File: config.mk
export PLATFORM = sky130hd
export DESIGN_NAME = mux_rr_arbiter
export DESIGN_NICKNAME = d
export VERILOG_FILES = /design/src/rtl/mux_rr_arbiter.sv
export SDC_FILE = /design/constraint.sdc
export NUM_CORES = 1
export LEC_CHECK = 0
export CORE_MARGIN = 5
export CORE_UTILIZATION = 52
export CTS_BUF_LIST = sky130_fd_sc_hd__clkbuf_4
export DETAILED_ROUTE_END_ITERATION = 10
export GPL_TIMING_DRIVEN = 0
export PLACE_DENSITY = 0.87
export RECOVER_POWER = 50
export SYNTH_ARGS = -nofsm -noshare
export SYNTH_HDL_FRONTEND = slang
export SYNTH_SLANG_ARGS = --single-unit
export TNS_END_PERCENT = 50
File: constraint.sdc
create_clock -name clk -period 3.2 [get_ports clk]
set_input_delay 0.64 -clock clk [delete_from_list [all_inputs] [get_ports clk]]
set_output_delay 0.64 -clock clk [all_outputs]
set_load 0.01 [all_outputs]
File: src/rtl/mux_rr_arbiter.sv
// mux_rr_arbiter: round-robin arbiter that drives the select of a 4:1 data mux.
// It issues a registered one-hot grant and presents the granted requester's data
// on a valid/ready channel. While other requesters are waiting, each grant is
// limited to MAX_BURST transfers, so no requester can starve the others.
module mux_rr_arbiter #(
  parameter int DATA_W    = 4,
  parameter int MAX_BURST = 4
) (
  input  logic              clk,
  input  logic              rst_n,
  input  logic [3:0]        req,
  input  logic [DATA_W-1:0] data_a,
  input  logic [DATA_W-1:0] data_b,
  input  logic [DATA_W-1:0] data_c,
  input  logic [DATA_W-1:0] data_d,
  input  logic              out_ready,
  output logic [3:0]        gnt,
  output logic [1:0]        sel,
  output logic              out_valid,
  output logic [DATA_W-1:0] out_data
);

  typedef enum logic {
    IDLE,
    BUSY
  } state_e;

  // Highest value of the transfer count; the count saturates here.
  localparam logic [3:0] CntMax = 4'(MAX_BURST - 1);

  state_e      state_q, state_d;
  logic [3:0]  gnt_q, gnt_d;
  logic [1:0]  sel_q, sel_d;
  logic [1:0]  last_q, last_d;
  logic [3:0]  cnt_q, cnt_d;

  logic        xfer;
  logic [3:0]  maskedReq;
  logic        relA;
  logic        relB;
  logic [2:0]  win;

  // Scans r starting one past l and wrapping back to l itself.
  // Returns {found, index}. The loop runs from the farthest candidate to the
  // nearest one, so the nearest asserted requester overwrites the others and wins.
  function automatic logic [2:0] arbitrate(input logic [3:0] r, input logic [1:0] l);
    logic [2:0] res;
    logic [1:0] idx;
    res = 3'b000;
    for (int k = 4; k >= 1; k--) begin
      idx = l + 2'(k);
      if (r[idx]) res = {1'b1, idx};
    end
    return res;
  endfunction

  assign gnt = gnt_q;
  assign sel = sel_q;

  // Output channel: valid follows the granted request, and data follows sel even while idle.
  always_comb begin
    out_valid = |(gnt_q & req);
    unique case (sel_q)
      2'b00:   out_data = data_a;
      2'b01:   out_data = data_b;
      2'b10:   out_data = data_c;
      default: out_data = data_d;
    endcase
  end

  // Next state: grants on request, releases on a request drop or when the burst cap is reached.
  always_comb begin
    state_d   = state_q;
    gnt_d     = gnt_q;
    sel_d     = sel_q;
    last_d    = last_q;
    cnt_d     = cnt_q;
    xfer      = out_valid && out_ready;
    maskedReq = req & ~gnt_q;
    relA      = 1'b0;
    relB      = 1'b0;
    win       = 3'b000;

    unique case (state_q)
      IDLE: begin
        if (|req) begin
          win     = arbitrate(req, last_q);
          state_d = BUSY;
          gnt_d   = 4'b0001 << win[1:0];
          sel_d   = win[1:0];
          last_d  = win[1:0];
          cnt_d   = 4'd0;
        end
      end
      BUSY: begin
        relA = !req[sel_q];
        relB = xfer && (cnt_q == CntMax) && (|maskedReq);
        if (relA || relB) begin
          win = arbitrate(maskedReq, last_q);
          if (win[2]) begin
            gnt_d  = 4'b0001 << win[1:0];
            sel_d  = win[1:0];
            last_d = win[1:0];
            cnt_d  = 4'd0;
          end else begin
            state_d = IDLE;
            gnt_d   = 4'b0000;
            cnt_d   = 4'd0;
          end
        end else if (xfer && (cnt_q != CntMax)) begin
          cnt_d = cnt_q + 4'd1;
        end
      end
      default: state_d = IDLE;
    endcase
  end

  // State registers. Reset sets last to 3 so that requester 0 has first priority.
  always_ff @(posedge clk or negedge rst_n) begin
    if (!rst_n) begin
      state_q <= IDLE;
      gnt_q   <= 4'b0000;
      sel_q   <= 2'b00;
      last_q  <= 2'b11;
      cnt_q   <= 4'd0;
    end else begin
      state_q <= state_d;
      gnt_q   <= gnt_d;
      sel_q   <= sel_d;
      last_q  <= last_d;
      cnt_q   <= cnt_d;
    end
  end

endmodule

Word level (Yosys, flattened, before mapping)

Index checks and enable logic that the tools add are counted.

$add $sub $neg: 4
Order comparisons: 5
Eq/ne operators: 8
Shift operators: 2
Multiplexer cells: 47
Bitwise operators: 4
Reductions and logical operators: 13

Operators by type and width:

| operator                                                             | number |
|---|---|
| 4-bit two-way mux                                                    | 6 |
| 1-bit binary-select mux with 2-bit select                            | 9 |
| 2-bit two-way mux                                                    | 9 |
| 3-bit two-way mux                                                    | 6 |
| 4-bit one-hot mux with 2 select lines                                | 2 |
| 2-bit by 3-bit < comparator with 1-bit output, second input constant | 5 |
| 1-bit two-way mux                                                    | 12 |
| 4-bit one-hot mux with 3 select lines                                | 1 |
| 4-bit OR reduction                                                   | 3 |
| 4-bit bitwise AND                                                    | 2 |
| 1-bit by 2-bit left shift with 4-bit output, first input constant    | 2 |
| 2-bit adder, second input constant                                   | 2 |
| 4-bit by 1-bit adder with 4-bit output, second input constant        | 1 |
| 4-bit by 2-bit == test with 1-bit output, second input constant      | 1 |
| 1-bit logical AND                                                    | 4 |
| 2-bit by 1-bit != test with 1-bit output, second input constant      | 2 |
| 4-bit by 2-bit != test with 1-bit output, second input constant      | 1 |
| 4-bit NOT                                                            | 1 |
| 2-bit one-hot mux with 2 select lines                                | 1 |
| 2-bit AND reduction                                                  | 2 |
| 3-bit by 1-bit != test with 1-bit output, second input constant      | 1 |
| 3-bit AND reduction                                                  | 1 |
| 2-bit by 1-bit adder with 2-bit output, second input constant        | 1 |
| 2-bit by 1-bit == test with 1-bit output, second input constant      | 1 |
| other kinds (7)                                                      | 7 |

Flip-flop bits (word level): 13
Bits of input ports: 23

Longest topological paths before layout

Gate-level depths: netlist of the first run.

Word-level depth: 14
Gate-level depth with buffers: 6

Worst setup path after synthesis of the first run

OpenSTA, ideal clock, no wires.

Path kind: input -> register
Start: in req[2]
End: reg gnt_q[0], in the netlist gnt[0]
Library setup time: 0.125 ns
Data arrival time: 1.837 ns
Required time: 3.075 ns
Slack: 1.238 ns
Cell stages on the path: 5
Path buffers: 0
Path through: a22oi_1 -> a21bo_1 -> o311a_4 -> nor2_8 -> mux2_4

Cells in the longest elaborated chain, start to end: 13

RTL lines:

| element                                     | line | text |
|---|---|---|
| start, declared                             | 11   | `input logic [3:0] req,` |
| 4-bit bitwise AND                           | 79   | `maskedReq = req & ~gnt_q;` |
| 1-bit binary-select mux with 2-bit select   | 52   | `if (r[idx]) res = {1'b1, idx};` |
| 1-bit two-way mux (not written as such)     | 52   |  |
| 3-bit two-way mux (4 in a row)              | 52   |  |
| 3-bit two-way mux                           | 98   | `if (relA \|\| relB) begin` |
| 3-bit two-way mux                           | 84   | `unique case (state_q)` |
| 1-bit by 2-bit left shift with 4-bit output | 101  | `gnt_d = 4'b0001 << win[1:0];` |
| 4-bit two-way mux                           | 100  | `if (win[2]) begin` |
| 4-bit two-way mux                           | 98   |  |
| 4-bit one-hot mux with 2 select lines       | 84   |  |
| end signal, assigned                        | 128  | `gnt_q <= gnt_d;` |
| end, declared                               | 32   | `logic [3:0] gnt_q, gnt_d;` |

Several ways; a longest one is shown, not always the timed one. The select of a mux whose other input is x is not followed.
A chain may end at the register's enable or synchronous reset.

Worst setup path in the final report of the first run

Start: in req[3]
End: out out_valid

Cells in the longest elaborated chain, start to end: 2

RTL lines:

| element            | line | text |
|---|---|---|
| 4-bit bitwise AND  | 62   | `out_valid = \|(gnt_q & req);` |
| 4-bit OR reduction | 62   |  |
| end, declared      | 19   | `output logic out_valid,` |

No other way between the ends.

==> metrics.cfg, run 1 <==
[logic_synthesis]
synthAdderAreaFrac = 0.0110
synth_top_family_by_area = compound AO/OA/AOI/OAI gates
synth-edff-count = 0
synth_compound_area_frac = 0.248
synthFlopType = dfrtp_1
yosys.area_share.xor_xnor = 0.0154
async_flop_share = 1.00
muxShareOfSynthArea = 0.173
synth_nets = 130
syn_area_sq_mm = 0.00113
synth_top_area_frac = 0.243
yosysTopAreaCell = dfrtp_1
syn_inst = 106
synth-seq-cells = 13
yosysWarnings = 0
yosysSeqAreaShare = 0.289
synthSimpleGateAreaFrac = 0.232
ys_types = 55
synth_area_leaders = dfrtp_1, mux4_2, mux2_4
avgSynthCellArea_sq_um = 10.7

[cts]
ctsHoldBuffers = 0
cts_tree = yes
ctsHtreeMaxLevel = 1
path_clk_slew_ps = 80
cts_sinks = 13
clk-insertion-delay-late_ps = 270
post_cts_buffers = 0
clockRootBuffer = clkbuf_4
cts_resized = 0
cts_buffers = 3
cts_buffer_depth = 2

[placement]
place_ws_ps = 457
dpl.hpwl_mm = 2.28
gp_congestion = 0.895
placedCellCount = 167
port_buffers = 33

[hold_path]
hold_path.class = register to register

[setup_path]
cp_num_buf_inv = 2
cp_common_cell = clkdlybuf4s50_1
endpoint_kind = output pin
worstSetupPathType = input pin to output pin
path_delay_family = buffers and inverters
path_max_fanout = 9
arrival_ps = 2110
slowest_stage = clkdlybuf4s50_1
critPathMaxStageDelay_ps = 540
start_kind = input pin
path_cells = clkdlybuf4s50_1, a22oi_1, nand2_1, clkdlybuf4s50_1
cp.required_ps = 2560

[timing]
slew_viol_final = 0
clock.fmax_mhz = 364
clock-skew-final_ps = 5.95
min_period_ps = 2750
worst_slack_ps = 450
worst_pin_slew_ps = 648
rsz0062_at_grt = no
fin_tns_setup_ps = 0
slew_headroom = 0.563
setup_viol = 0
finalCritPeriodShare = 0.859
hold_violations = 0

[grt]
grt.total_usage = 0.181
grt_overflow_total = 0
grt_max_degree = 14
antenna_found_initial = 0
grt_pass1_vias = 988
grt_pass1_wl_mm = 4.75

[floorplan]
die_h_um = 56.7
die_area_sq_mm = 0.00322
die_w_um = 56.7
rows = 17
ioPinCount = 34
core-area_sq_mm = 0.00215
start_util = 0.528

[route]
dr.pass1.iters = 4
num_vias = 1044
drt_iter0_drc = 17
routed_wl_mm = 2.83
drt-wirelength-per-cell_um = 16.5
final_antenna_net_count = 0
drc = 0
viasPerCell = 6.11

[power]
cellPowerDensity_mw_per_mm2 = 810
ir_worst_vdd_mv = 0.533
leakage_nw = 0.624

[run]
maxCapViolations = 0

[layout]
area_growth_pct = 34.8
fin_cells = 171
n_antenna_cell = 0
drive_above_1_share = 0.196
nNetsFinal = 168

[outcome]
status = finished, final reports clean

-- layout make-up --
| type | count | area, sq um |
|---|---|---|
| Timing Repair Buffer | 33 | 330 |
| Fill cell | 151 | 618 |
| Multi-Input combinational cell | 85 | 771 |
| Clock buffer | 4 | 30.0 |
| Sequential cell | 13 | 328 |
| Buffer | 3 | 17.5 |
| Inverter | 5 | 18.8 |
| Tap cell | 28 | 35.0 |
-- logic make-up after synthesis --
family,count (synthesis)
adders and majority gates,1
buffers and inverters,8
muxes,11
DFF,13
and+or+nand+nor,38
AOI/OAI and AO/OA,33
xor gates and xnor gates,2
-- through the flow --
stage / hold slack [ps] / util / total power [W] / cell area, sq um
after floorplan: 344 / - / 0.000877 / 1130
after global placement: 543 / 0.698 / 0.00112 / 1500
after detailed placement: 553 / 0.698 / 0.00114 / 1500
after CTS: 575 / 0.712 / 0.00125 / 1530
after global routing: 611 / 0.712 / 0.00132 / 1530
final: 573 / 0.712 / 0.00124 / 1530
-- tightest hold or removal path, stage by stage (launching register included) --
cell     delay [ps]
dfrtp_1         400
o21ai_0          80
a21oi_1          60
-- power by group --
group	leakage, nW	switching [W]	internal [W]	total, W
logic	0.445	0.000370	0.000464	0.000834
clock network	0.0184	0.0000492	0.0000567	0.000106
registers	0.161	0.0000676	0.000232	0.000299
total	0.624	0.000487	0.000752	0.00124
-- cell usage after synthesis, drive strengths merged (2+ instances only) --
master / number
mux2: 4
a31oi: 2
nor3: 2
o211ai: 2
nand2b: 3
nand4: 2
a22oi: 2
mux4: 5
nand3: 3
o21a: 2
dfrtp: 11
inv: 5
mux2i: 2
o21ai: 3
and2b: 4
and2: 2
nor2: 6
nand2: 5
a21oi: 2
o2bb2ai: 2
xor2: 2
dfstp: 2
or2b: 2
buf: 3
o22ai: 3
-- registers in the layout (all words and copies together) (netlist names) --
register,count
sel,2
gnt,4
state_q,1
last_q,2
cnt_q,4
-- layer usage --
layer  GRT usage  part of all wire  up-vias
met1       0.217              0.43      490
met2       0.320              0.48       52
li1            -                 -      498
met5           0                 0        -
met3      0.0529             0.083        4
met4      0.0339             0.011        0
-- cell usage in the layout, fill, tap and decap left out, types with 3 or more instances in the layout --
cell type,n
mux4_2,4
nand2b_1,3
nor2_1,5
dlygate4sd3_1,6
inv_1,5
nand3_1,3
clkdlybuf4s50_1,27
clkbuf_4,4
o22ai_1,3
dfrtp_1,11
o21ai_0,3
nand2_1,5
mux2_4,4
-- path summary, 6_finish.rpt --
| path | start | end | slack, ps | cells past startpoint |
|---|---|---|---|---|
| worst min register to register | cnt_q[3] | cnt_q[3] | 570 | 2 |
| max in group asynchronous | rst_n | last_q[0] | 2030 | 1 |
| worst max register to register | last_q[1] | gnt[3] | 1150 | 6 |
| worst max-delay path | req[3] | out_valid | 450 | 4 |
| min in group asynchronous | rst_n | cnt_q[3] | 800 | 1 |
| worst min-delay path | cnt_q[3] | cnt_q[3] | 570 | 2 |
Note: power is estimated with default switching activity, not from simulation.
==> run 2: changes to the inputs <==
clock period = 3.3 ns   (was 3.2 ns; I/O delays follow)
==> results of run 2 <==
Same layout as run 1 (identical final DEF). Status: finished, final reports clean.
Main changes from that run: setup slack after placement 457 ps -> 520 ps; setup slack after layout 450 ps -> 510 ps; register-to-register setup slack 1150 ps -> 1250 ps; total power 0.00124 W -> 0.00120 W; worst IR drop on VDD 0.533 mV -> 0.517 mV
